## config.mk

```make
export PLATFORM = sky130hd
export DESIGN_NAME = fetch_unit_flat
export DESIGN_NICKNAME = d
export VERILOG_FILES = /design/src/rtl/fetch_pkg.sv /design/src/rtl/fetch_unit_if.sv /design/src/rtl/fetch_skid_buffer.sv /design/src/rtl/fetch_unit.sv /design/src/flat_wrapper.sv
export SDC_FILE = /design/constraint.sdc
export NUM_CORES = 1
export LEC_CHECK = 0
export BUFFER_PORTS_ARGS = -buffer_cell sky130_fd_sc_hd__buf_4
export CORE_MARGIN = 5
export CORE_UTILIZATION = 36
export CTS_BUF_LIST = sky130_fd_sc_hd__clkbuf_2
export DETAILED_ROUTE_END_ITERATION = 10
export PLACE_DENSITY = 0.53
export SKIP_CTS_REPAIR_TIMING = 1
export SLEW_MARGIN = 25
export SYNTH_ARGS = -nofsm -noshare
export SYNTH_HDL_FRONTEND = slang
export SYNTH_HIERARCHICAL = 1
export SYNTH_SLANG_ARGS = --single-unit
```

## constraint.sdc

```tcl
create_clock -name clk -period 11.5 [get_ports clk]
set_input_delay 0.575 -clock clk [delete_from_list [all_inputs] [get_ports clk]]
set_output_delay 0.575 -clock clk [all_outputs]
set_load 0.02 [all_outputs]
```

## src/rtl/fetch_pkg.sv

```systemverilog
// rtl/fetch_pkg.sv - shared fetch-stage types and constants
package fetch_pkg;

  typedef enum logic [1:0] {
    REQ   = 2'd0,
    DRAIN = 2'd1,
    HOLD  = 2'd2
  } fetch_state_e;

  localparam logic [31:0] NOP_INSTR = 32'h0000_0013;
  localparam int          PC_INC    = 4;

endpackage

```

## src/rtl/fetch_unit_if.sv

```systemverilog
// rtl/fetch_unit_if.sv - instruction-memory request/acknowledge bus
interface fetch_unit_if #(
  parameter int ADDR_W = 64
);

  logic              imem_req;
  logic [ADDR_W-1:0] imem_addr;
  logic              imem_ack;
  logic [31:0]       imem_rdata;

  modport master (
    output imem_req,
    output imem_addr,
    input  imem_ack,
    input  imem_rdata
  );

  modport slave (
    input  imem_req,
    input  imem_addr,
    output imem_ack,
    output imem_rdata
  );

endinterface

```

## src/rtl/fetch_skid_buffer.sv

```systemverilog
// rtl/fetch_skid_buffer.sv - one-entry parking slot for an instruction fetched during stall
module fetch_skid_buffer
  import fetch_pkg::*;
#(
  parameter int ADDR_W = 64
) (
  input  logic              clk,
  input  logic              arst,
  input  logic              load,
  input  logic              drain,
  input  logic              clear,
  input  logic [31:0]       load_instr,
  input  logic [ADDR_W-1:0] load_pc,
  output logic              full,
  output logic [31:0]       instr,
  output logic [ADDR_W-1:0] pc
);

  logic              full_q, full_d;
  logic [31:0]       instr_q, instr_d;
  logic [ADDR_W-1:0] pc_q, pc_d;

  always_comb begin
    full_d  = full_q;
    instr_d = instr_q;
    pc_d    = pc_q;
    if (clear || drain) begin
      full_d = 1'b0;
    end else if (load) begin
      full_d  = 1'b1;
      instr_d = load_instr;
      pc_d    = load_pc;
    end
  end

  always_ff @(posedge clk or posedge arst) begin
    if (arst) begin
      full_q  <= 1'b0;
      instr_q <= NOP_INSTR;
      pc_q    <= '0;
    end else begin
      full_q  <= full_d;
      instr_q <= instr_d;
      pc_q    <= pc_d;
    end
  end

  assign full  = full_q;
  assign instr = instr_q;
  assign pc    = pc_q;

endmodule

```

## src/rtl/fetch_unit.sv

```systemverilog
// rtl/fetch_unit.sv - instruction fetch stage feeding IF/ID; FETCH_PERF_EN adds perf counters
module fetch_unit
  import fetch_pkg::*;
#(
  parameter int                ADDR_W   = 64,
  parameter logic [ADDR_W-1:0] RESET_PC = '0
) (
  input  logic              clk,
  input  logic              arst,
  input  logic              stall_if,
  input  logic              flush_if,
  input  logic [ADDR_W-1:0] redirect_pc,
  fetch_unit_if.master      imem,
  output logic              if_id_valid,
  output logic [31:0]       if_id_instr,
  output logic [ADDR_W-1:0] if_id_pc
`ifdef FETCH_PERF_EN
  ,output logic [31:0]      perf_fetched
  ,output logic [31:0]      perf_killed
`endif
);

  fetch_state_e      state_q, state_d;
  logic [ADDR_W-1:0] pc_q, pc_d;
  logic [ADDR_W-1:0] drain_addr_q, drain_addr_d;
  logic              valid_q, valid_d;
  logic [31:0]       instr_q, instr_d;
  logic [ADDR_W-1:0] if_id_pc_q, if_id_pc_d;

  logic              skid_load, skid_drain, skid_clear, skid_full;
  logic [31:0]       skid_instr;
  logic [ADDR_W-1:0] skid_pc;
  logic [ADDR_W-1:0] redirect_aligned;
  logic [ADDR_W-1:0] pc_next;

  assign redirect_aligned = redirect_pc & ~ADDR_W'(3);
  assign pc_next          = pc_q + ADDR_W'(PC_INC);

  fetch_skid_buffer #(.ADDR_W(ADDR_W)) u_skid (
    .clk        (clk),
    .arst       (arst),
    .load       (skid_load),
    .drain      (skid_drain),
    .clear      (skid_clear),
    .load_instr (imem.imem_rdata),
    .load_pc    (pc_q),
    .full       (skid_full),
    .instr      (skid_instr),
    .pc         (skid_pc)
  );

  always_comb begin
    state_d      = state_q;
    pc_d         = pc_q;
    drain_addr_d = drain_addr_q;
    valid_d      = valid_q;
    instr_d      = instr_q;
    if_id_pc_d   = if_id_pc_q;
    skid_load    = 1'b0;
    skid_drain   = 1'b0;
    skid_clear   = 1'b0;
    unique case (state_q)
      REQ: begin
        if (imem.imem_ack) begin
          if (flush_if) begin
            pc_d    = redirect_aligned;
            valid_d = 1'b0;
            instr_d = NOP_INSTR;
          end else if (stall_if) begin
            skid_load = 1'b1;
            state_d   = HOLD;
          end else begin
            valid_d    = 1'b1;
            instr_d    = imem.imem_rdata;
            if_id_pc_d = pc_q;
            pc_d       = pc_next;
          end
        end else if (flush_if) begin
          // The request already seen by memory must still be acked, so keep its address.
          pc_d         = redirect_aligned;
          drain_addr_d = pc_q;
          valid_d      = 1'b0;
          instr_d      = NOP_INSTR;
          state_d      = DRAIN;
        end else if (!stall_if) begin
          valid_d = 1'b0;
          instr_d = NOP_INSTR;
        end
      end
      DRAIN: begin
        if (flush_if) begin
          pc_d = redirect_aligned;
        end
        if (flush_if || !stall_if) begin
          valid_d = 1'b0;
          instr_d = NOP_INSTR;
        end
        if (imem.imem_ack) begin
          state_d = REQ;
        end
      end
      HOLD: begin
        if (flush_if) begin
          skid_clear = 1'b1;
          pc_d       = redirect_aligned;
          valid_d    = 1'b0;
          instr_d    = NOP_INSTR;
          state_d    = REQ;
        end else if (!stall_if) begin
          skid_drain = 1'b1;
          valid_d    = skid_full;
          instr_d    = skid_instr;
          if_id_pc_d = skid_pc;
          pc_d       = pc_next;
          state_d    = REQ;
        end
      end
      default: state_d = REQ;
    endcase
  end

  always_ff @(posedge clk or posedge arst) begin
    if (arst) begin
      state_q      <= REQ;
      pc_q         <= RESET_PC;
      drain_addr_q <= '0;
      valid_q      <= 1'b0;
      instr_q      <= NOP_INSTR;
      if_id_pc_q   <= '0;
    end else begin
      state_q      <= state_d;
      pc_q         <= pc_d;
      drain_addr_q <= drain_addr_d;
      valid_q      <= valid_d;
      instr_q      <= instr_d;
      if_id_pc_q   <= if_id_pc_d;
    end
  end

  // Request drops immediately with reset so nothing is issued while arst is held.
  assign imem.imem_req  = ~arst & (state_q != HOLD);
  assign imem.imem_addr = (state_q == DRAIN) ? drain_addr_q : pc_q;

  assign if_id_valid = valid_q;
  assign if_id_instr = instr_q;
  assign if_id_pc    = if_id_pc_q;

`ifdef FETCH_PERF_EN
  logic [31:0] fetched_q, fetched_d;
  logic [31:0] killed_q, killed_d;

  always_comb begin
    fetched_d = fetched_q;
    killed_d  = killed_q;
    if (((state_q == REQ) && imem.imem_ack && !flush_if && !stall_if) ||
        ((state_q == HOLD) && !flush_if && !stall_if)) begin
      fetched_d = fetched_q + 32'd1;
    end
    if (imem.imem_ack && ((state_q == DRAIN) || ((state_q == REQ) && flush_if))) begin
      killed_d = killed_q + 32'd1;
    end
  end

  always_ff @(posedge clk or posedge arst) begin
    if (arst) begin
      fetched_q <= '0;
      killed_q  <= '0;
    end else begin
      fetched_q <= fetched_d;
      killed_q  <= killed_d;
    end
  end

  assign perf_fetched = fetched_q;
  assign perf_killed  = killed_q;
`endif

endmodule

```

## src/flat_wrapper.sv

```systemverilog
// flat-port wrapper written by rule: the top's interface ports become plain ports
module fetch_unit_flat import fetch_pkg::*;
#(
  parameter int                ADDR_W   = 64,
  parameter logic [ADDR_W-1:0] RESET_PC = '0
)
  (clk, arst, stall_if, flush_if, redirect_pc, if_id_valid, if_id_instr, if_id_pc, imem_imem_req, imem_imem_addr, imem_imem_ack, imem_imem_rdata);
  fetch_unit_if #(.ADDR_W(ADDR_W)) imem_i ();
  input  logic clk;
  input  logic arst;
  input  logic stall_if;
  input  logic flush_if;
  input  logic [ADDR_W-1:0] redirect_pc;
  output logic if_id_valid;
  output logic [31:0] if_id_instr;
  output logic [ADDR_W-1:0] if_id_pc;
  output wire logic [$bits(imem_i.imem_req)-1:0] imem_imem_req;
  output wire logic [$bits(imem_i.imem_addr)-1:0] imem_imem_addr;
  input wire logic [$bits(imem_i.imem_ack)-1:0] imem_imem_ack;
  input wire logic [$bits(imem_i.imem_rdata)-1:0] imem_imem_rdata;
  assign imem_imem_req = imem_i.imem_req;
  assign imem_imem_addr = imem_i.imem_addr;
  assign imem_i.imem_ack = imem_imem_ack;
  assign imem_i.imem_rdata = imem_imem_rdata;
  fetch_unit #(.ADDR_W(ADDR_W), .RESET_PC(RESET_PC)) u_core (.clk(clk), .arst(arst), .stall_if(stall_if), .flush_if(flush_if), .redirect_pc(redirect_pc), .imem(imem_i), .if_id_valid(if_id_valid), .if_id_instr(if_id_instr), .if_id_pc(if_id_pc));
endmodule
```

# Yosys cells after proc, flatten, opt, wreduce, memory -nomap -nowiden
# Index checks and enable logic that the tools add are counted.
# W data, S select, Z words.
dict set report totals {
  reg_bits 324
  latchBits 0
  ram_bits 0
  rom_bits 0
  in_bits 101
  out_inout_bits 162
  word_cells 90
  n_memories 0
}
dict set report classes {
  add_sub_neg 1
  n_mul 0
  n_div 0
  order_cmp 0
  n_eq_ne 15
  shift 0
  n_mux 49
  bitwise 4
  n_reduce_logical 12
}
# cell count
set ops {}
lappend ops {{$mux W64} 10}
lappend ops {{$mux W32} 8}
lappend ops {{$pmux W64 S3} 1}
lappend ops {{$pmux W64 S2} 1}
lappend ops {{$pmux W32 S3} 1}
lappend ops {{$add A64 B3 Y64 const B} 1}
lappend ops {{$mux W1} 19}
lappend ops {{$ne A3 B3 Y1 const B} 5}
lappend ops {{$mux W2} 7}
lappend ops {{$ne A2 B2 Y1 const B} 7}
lappend ops {{$pmux W2 S3} 1}
lappend ops {{$reduce_and A6 Y1} 1}
lappend ops {{$reduce_and A5 Y1} 1}
lappend ops {{$reduce_and A4 Y1} 1}
lappend ops {{$reduce_bool A2 Y1} 2}
lappend ops {{$not A1 Y1} 3}
lappend ops {{$pmux W1 S3} 1}
lappend ops {{$reduce_and A3 Y1} 1}
lappend ops {{$reduce_bool A3 Y1} 1}
lappend ops {{$eq A2 B1 Y1 const B} 1}
lappend ops {{$eq A2 B2 Y1 const B} 1}
lappend ops {{$logic_not A2 Y1} 1}
lappend ops {{$logic_or A1 B1 Y1} 2}
lappend ops {{$ne A2 B1 Y1 const B} 1}
lappend ops {{3 further kinds} 3}

# Depth between registers and ports, before layout
dict set report logic_depth {
  word_depth 6
  mapped_depth 11
  mapped_depth_nobuf 8
}

# Modules after synthesis
# The synthesis kept the hierarchy.
# module instances cells_each area_each_um2 seq_area_each_um2
set modules_own_cells {}
lappend modules_own_cells {fetch_unit 1 1240 12144.1 5684.2}
lappend modules_own_cells {fetch_skid_buffer 1 207 3614.7 2431.1}

# Worst setup path before layout
# Ideal clock, no wire load.
dict set report synth_timing {
  path_type {input -> register}
  from {in flush_if}
  to {reg u_core.u_skid.pc_q[45], in the netlist u_core/u_skid/pc[45]}
  setup_ns 0.128
  arrival_ns 2.305
  required_ns 11.372
  path_slack_ns 9.067
  cell_stages 8
  n_path_buf 5
  path_cell_list {clkbuf_1 clkbuf_1 clkbuf_1 nor3b_1 nor3b_2 buf_4 buf_6 mux2_1}
}
dict set report synth_via {
  word_cells_on_any_way 10
  classes_between {mux: 7; bitwise: 1; reduce/logical: 2}
}
# element line_no
set synth_lines {}
lappend synth_lines {{start, declared} flat_wrapper.sv:12} ;# input logic flush_if;
lappend synth_lines {{$mux W1} fetch_unit.sv:65} ;# if (flush_if) begin
lappend synth_lines {{$mux W1} fetch_unit.sv:64} ;# if (imem.imem_ack) begin
lappend synth_lines {{$mux W1} fetch_unit.sv:62} ;# unique case (state_q)
lappend synth_lines {{via u_core.skid_load} fetch_unit.sv:30} ;# logic skid_load, skid_drain, skid_clear, skid_full;
lappend synth_lines {{$reduce_and A2 Y1 (no source line)} n/a}
lappend synth_lines {{end signal, assigned} fetch_skid_buffer.sv:44} ;# pc_q <= pc_d;
lappend synth_lines {{end, declared} fetch_skid_buffer.sv:21} ;# logic [ADDR_W-1:0] pc_q, pc_d;
# The timed path passes the listed nets, and every way through them passes these cells.
# A chain may end at the register's enable or synchronous reset.

# Worst setup path after layout
dict set report layout_timing {
  from {reg u_core.state_q[0]}
  to {reg u_core.pc_q[54]}
}
dict set report layout_via {
  elab_chain_len 2
  word_cells_on_any_way 5
  classes_between {eq/ne: 2; mux: 1; reduce/logical: 2}
}
# element line_no
set layout_lines {}
lappend layout_lines {{start, declared} fetch_unit.sv:23} ;# fetch_state_e state_q, state_d;
lappend layout_lines {{start signal, assigned} fetch_unit.sv:131} ;# state_q <= state_d;
lappend layout_lines {{$eq A2 B2 Y1, or another cell as far along} fetch_unit.sv:62}
lappend layout_lines {{$pmux W64 S3 or $reduce_bool A3 Y1 (tied branches)} n/a}
lappend layout_lines {{end signal, assigned} fetch_unit.sv:132} ;# pc_q <= pc_d;
lappend layout_lines {{end, declared} fetch_unit.sv:24} ;# logic [ADDR_W-1:0] pc_q, pc_d;
# Parallel ways exist; a longest one is shown, timed or not.

==> results.cfg <==
[route]
drt_wl_total_mm = 50.6
post_drt_via_cell_ratio = 5.28
drc = 0
drtIter0Drc = 750
firstDrtPassIters = 6
vias = 12900
ant_nets = 0
wl_per_cell_um = 20.7

[placement]
place_congestion = 0.814
dpl.cell_count = 2191
dpl_worst_slack_ns = 7.13
portBuffers = 260
dpl.hpwl_mm = 32.3

[critical_path]
required_ns = 12.39
cp.arrival_ns = 5.07
crit_fanout = 42
cp-start-kind = register
cp-end-kind = register
crit_type = reg2reg

[die]
num_rows = 76
die_w_um = 219
die_area_mm2 = 0.0481
initial_core_util = 0.365
num_io_pins = 263
core_mm2 = 0.0432
die_h_um = 219

[timing]
setup_viol = 0
setup_tns_ns = 0
rsz0062_at_grt = false
setup_ws_ns = 7.32
fmaxAchievable_mhz = 239
drv_slew = 0
fin_worst_skew_ns = 0.0920
period_share = 0.363
worst_pin_slew_ns = 1.02
period_needed_ns = 4.18
hold_viol_final = 0
slew_headroom = 0.323

[yosys]
synthMuxAreaShare = 0.203
ys_types = 67
syn_avg_cell_area_um2 = 10.9
async_flop_share = 1.00
yosys.area_share.simple = 0.113
synth.most_common_cell = dfrtp_1
synth_fa_ha_area_frac = 0.00397
ys_seq_area_frac = 0.515
ys_ff_latch = 324
synth_area_leaders = dfrtp_1 (50%), mux2_2 (13%), mux2i_1 (4.7%)
synthFlopType = dfrtp_1
synth_fp_nets = 1553
synth_commonest_cells = dfrtp_1 (318), mux2_2 (178), nor2_1 (134)
synth_compound_area_frac = 0.123
yosysWarnings = 6
syn_area_mm2 = 0.0158
synth-edff-count = 0
synth_cells = 1447
yosysTopAreaCell = dfrtp_1
synth-xor-area-share = 0.00611
synth_top_family_by_area = multiplexers
yosysTopAreaCellShare = 0.505

[finish]
instances_no_fill = 2447
fin_util = 0.464
nNetsFinal = 1901
multi_input_area_mm2 = 0.00717
syn_to_final_growth_pct = 27.2
fillers = 4184
layout-drive-gt1-share = 0.337
seq_area_mm2 = 0.00812

[global_routing]
grt-ovfl-total = 0
grt_max_degree = 125
grt_use_total = 0.207
grt_pass1_wl_mm = 77.5
first_global_vias = 13100
grt_antenna_before_repair = 6

[cts]
htree_num_levels = 3
clock_path_buffers = 3
cts_sinks = 324
clockRootBuffer = clkbuf_2
path_clk_slew_ns = 0.11
clock_latency_ns = 1.00
tritoncts = done
cts_made_buffers = 90

[job]
cap_violations = 0

[power_and_ir_drop]
vdd_drop_max_uv = 130
power.leakage_nw = 9.01
power_density_mw_per_mm2 = 273

[run_status]
status = finished, final reports clean

[worst_hold_path]
hold_class = in2reg
[cell type report]
cell class / instances / area share
diodes: 4 / 0.000499
clock buffers: 136 / 0.0339
clock inverters: 19 / 0.00749
inverters: 17 / 0.00368
multi-input cells: 986 / 0.358
flip-flops and latches: 324 / 0.405
well taps: 585 / 0.0365
repair buffers: 376 / 0.156
[cells in the final DEF (no fill, tap or decap), types with 4 or more instances in the layout]
cell type,instances
nand4_1,25
clkbuf_2,136
dfrtp_1,318
and3_1,9
dfstp_2,6
and2_1,13
o211ai_1,8
o21ai_0,65
buf_4,276
nor4_1,9
a31oi_1,11
dlygate4sd3_1,95
o21a_1,4
a221o_1,15
a21oi_1,121
nor3_1,19
clkinv_1,13
o31ai_1,4
xor2_1,7
and4_1,9
o311ai_0,7
diode_2,4
inv_1,15
nand2b_1,7
nand3_1,26
a22oi_1,44
mux2_1,40
a32oi_1,4
mux2_2,178
nor2_1,131
nand2_1,85
o41ai_1,4
mux2i_1,74
xnor2_1,4
nor3b_1,4
[sequential cells by signal, summed over array words and instances, names as in the netlist]
signal and cells:
u_core/if_id_valid 1, u_core/u_skid/full 1, u_core/state_q 2, u_core/u_skid/pc 64
u_core/drain_addr_q 64, u_core/if_id_pc 64, u_core/u_skid/instr 32, u_core/if_id_instr 32
u_core/pc_q 64
[cells by family (layout without fill, tap and decap cells)]
logic type               Yosys count  in the layout
multiplexers                     292            292
other                              0              4
buffers and inverters            137            548
AND/OR/NAND/NOR                  366            366
adder cells (fa/ha/maj)            5              5
AO/OA/AOI/OAI                    312            312
XOR/XNOR                          11             11
flip-flops                       324            324
[stage by stage]
stage | hold WS (ns) | area [um2] | total power [mW]
floorplan | 0.450 | 15800 | 3.59
global placement | 0.462 | 18200 | 4.54
detailed placement | 0.471 | 18200 | 4.60
CTS | -0.342 | 19000 | 5.52
global route | 0.0253 | 20000 | 5.88
finish | 0.127 | 20000 | 5.48
[where the power goes]
part	internal (mW)	leakage, nW	switching (mW)	total (mW)
Sequential	1.66	4.04	0.475	2.13
Combinational	1.11	4.34	1.35	2.46
Clock	0.377	0.640	0.503	0.879
[routing by layer]
| metal | GRT usage | vias up | wire [um] | part of all wire |
|---|---|---|---|---|
| li1 | - | 5991 | - | - |
| met1 | 0.282 | 6465 | 22600 | 0.45 |
| met2 | 0.323 | 378 | 23600 | 0.47 |
| met3 | 0.0520 | 79 | 3150 | 0.062 |
| met4 | 0.0760 | 4 | 1240 | 0.024 |
| met5 | 0 | - | 25 | 0.00049 |
[worst max-delay path, cell delays in order, from the launching register on]
cell	delay (ns)
dfrtp_1	0.43
inv_1	0.16
ha_4	0.63
buf_4	0.73
nand2_1	0.21
and2_1	0.45
nor3_2	0.68
buf_4	0.32
nand2_1	0.12
o311ai_0	0.33
[path summary, 6_finish.rpt]
check                           depth (start not counted)  slack, ns                     from                      end
worst max-delay path                                    9       7.32        u_core/state_q[0]          u_core/pc_q[54]
worst min-delay path                                    4       0.13           redirect_pc[8]           u_core/pc_q[8]
worst max register to register                          9       7.32        u_core/state_q[0]          u_core/pc_q[54]
worst min register to register                          2       0.49  u_core/drain_addr_q[39]  u_core/drain_addr_q[39]
max in group asynchronous                               4       9.92                     arst     u_core/u_skid/pc[15]
min in group asynchronous                               3       0.15                     arst      u_core/if_id_pc[35]
Note: power is estimated with default switching activity, not from simulation.
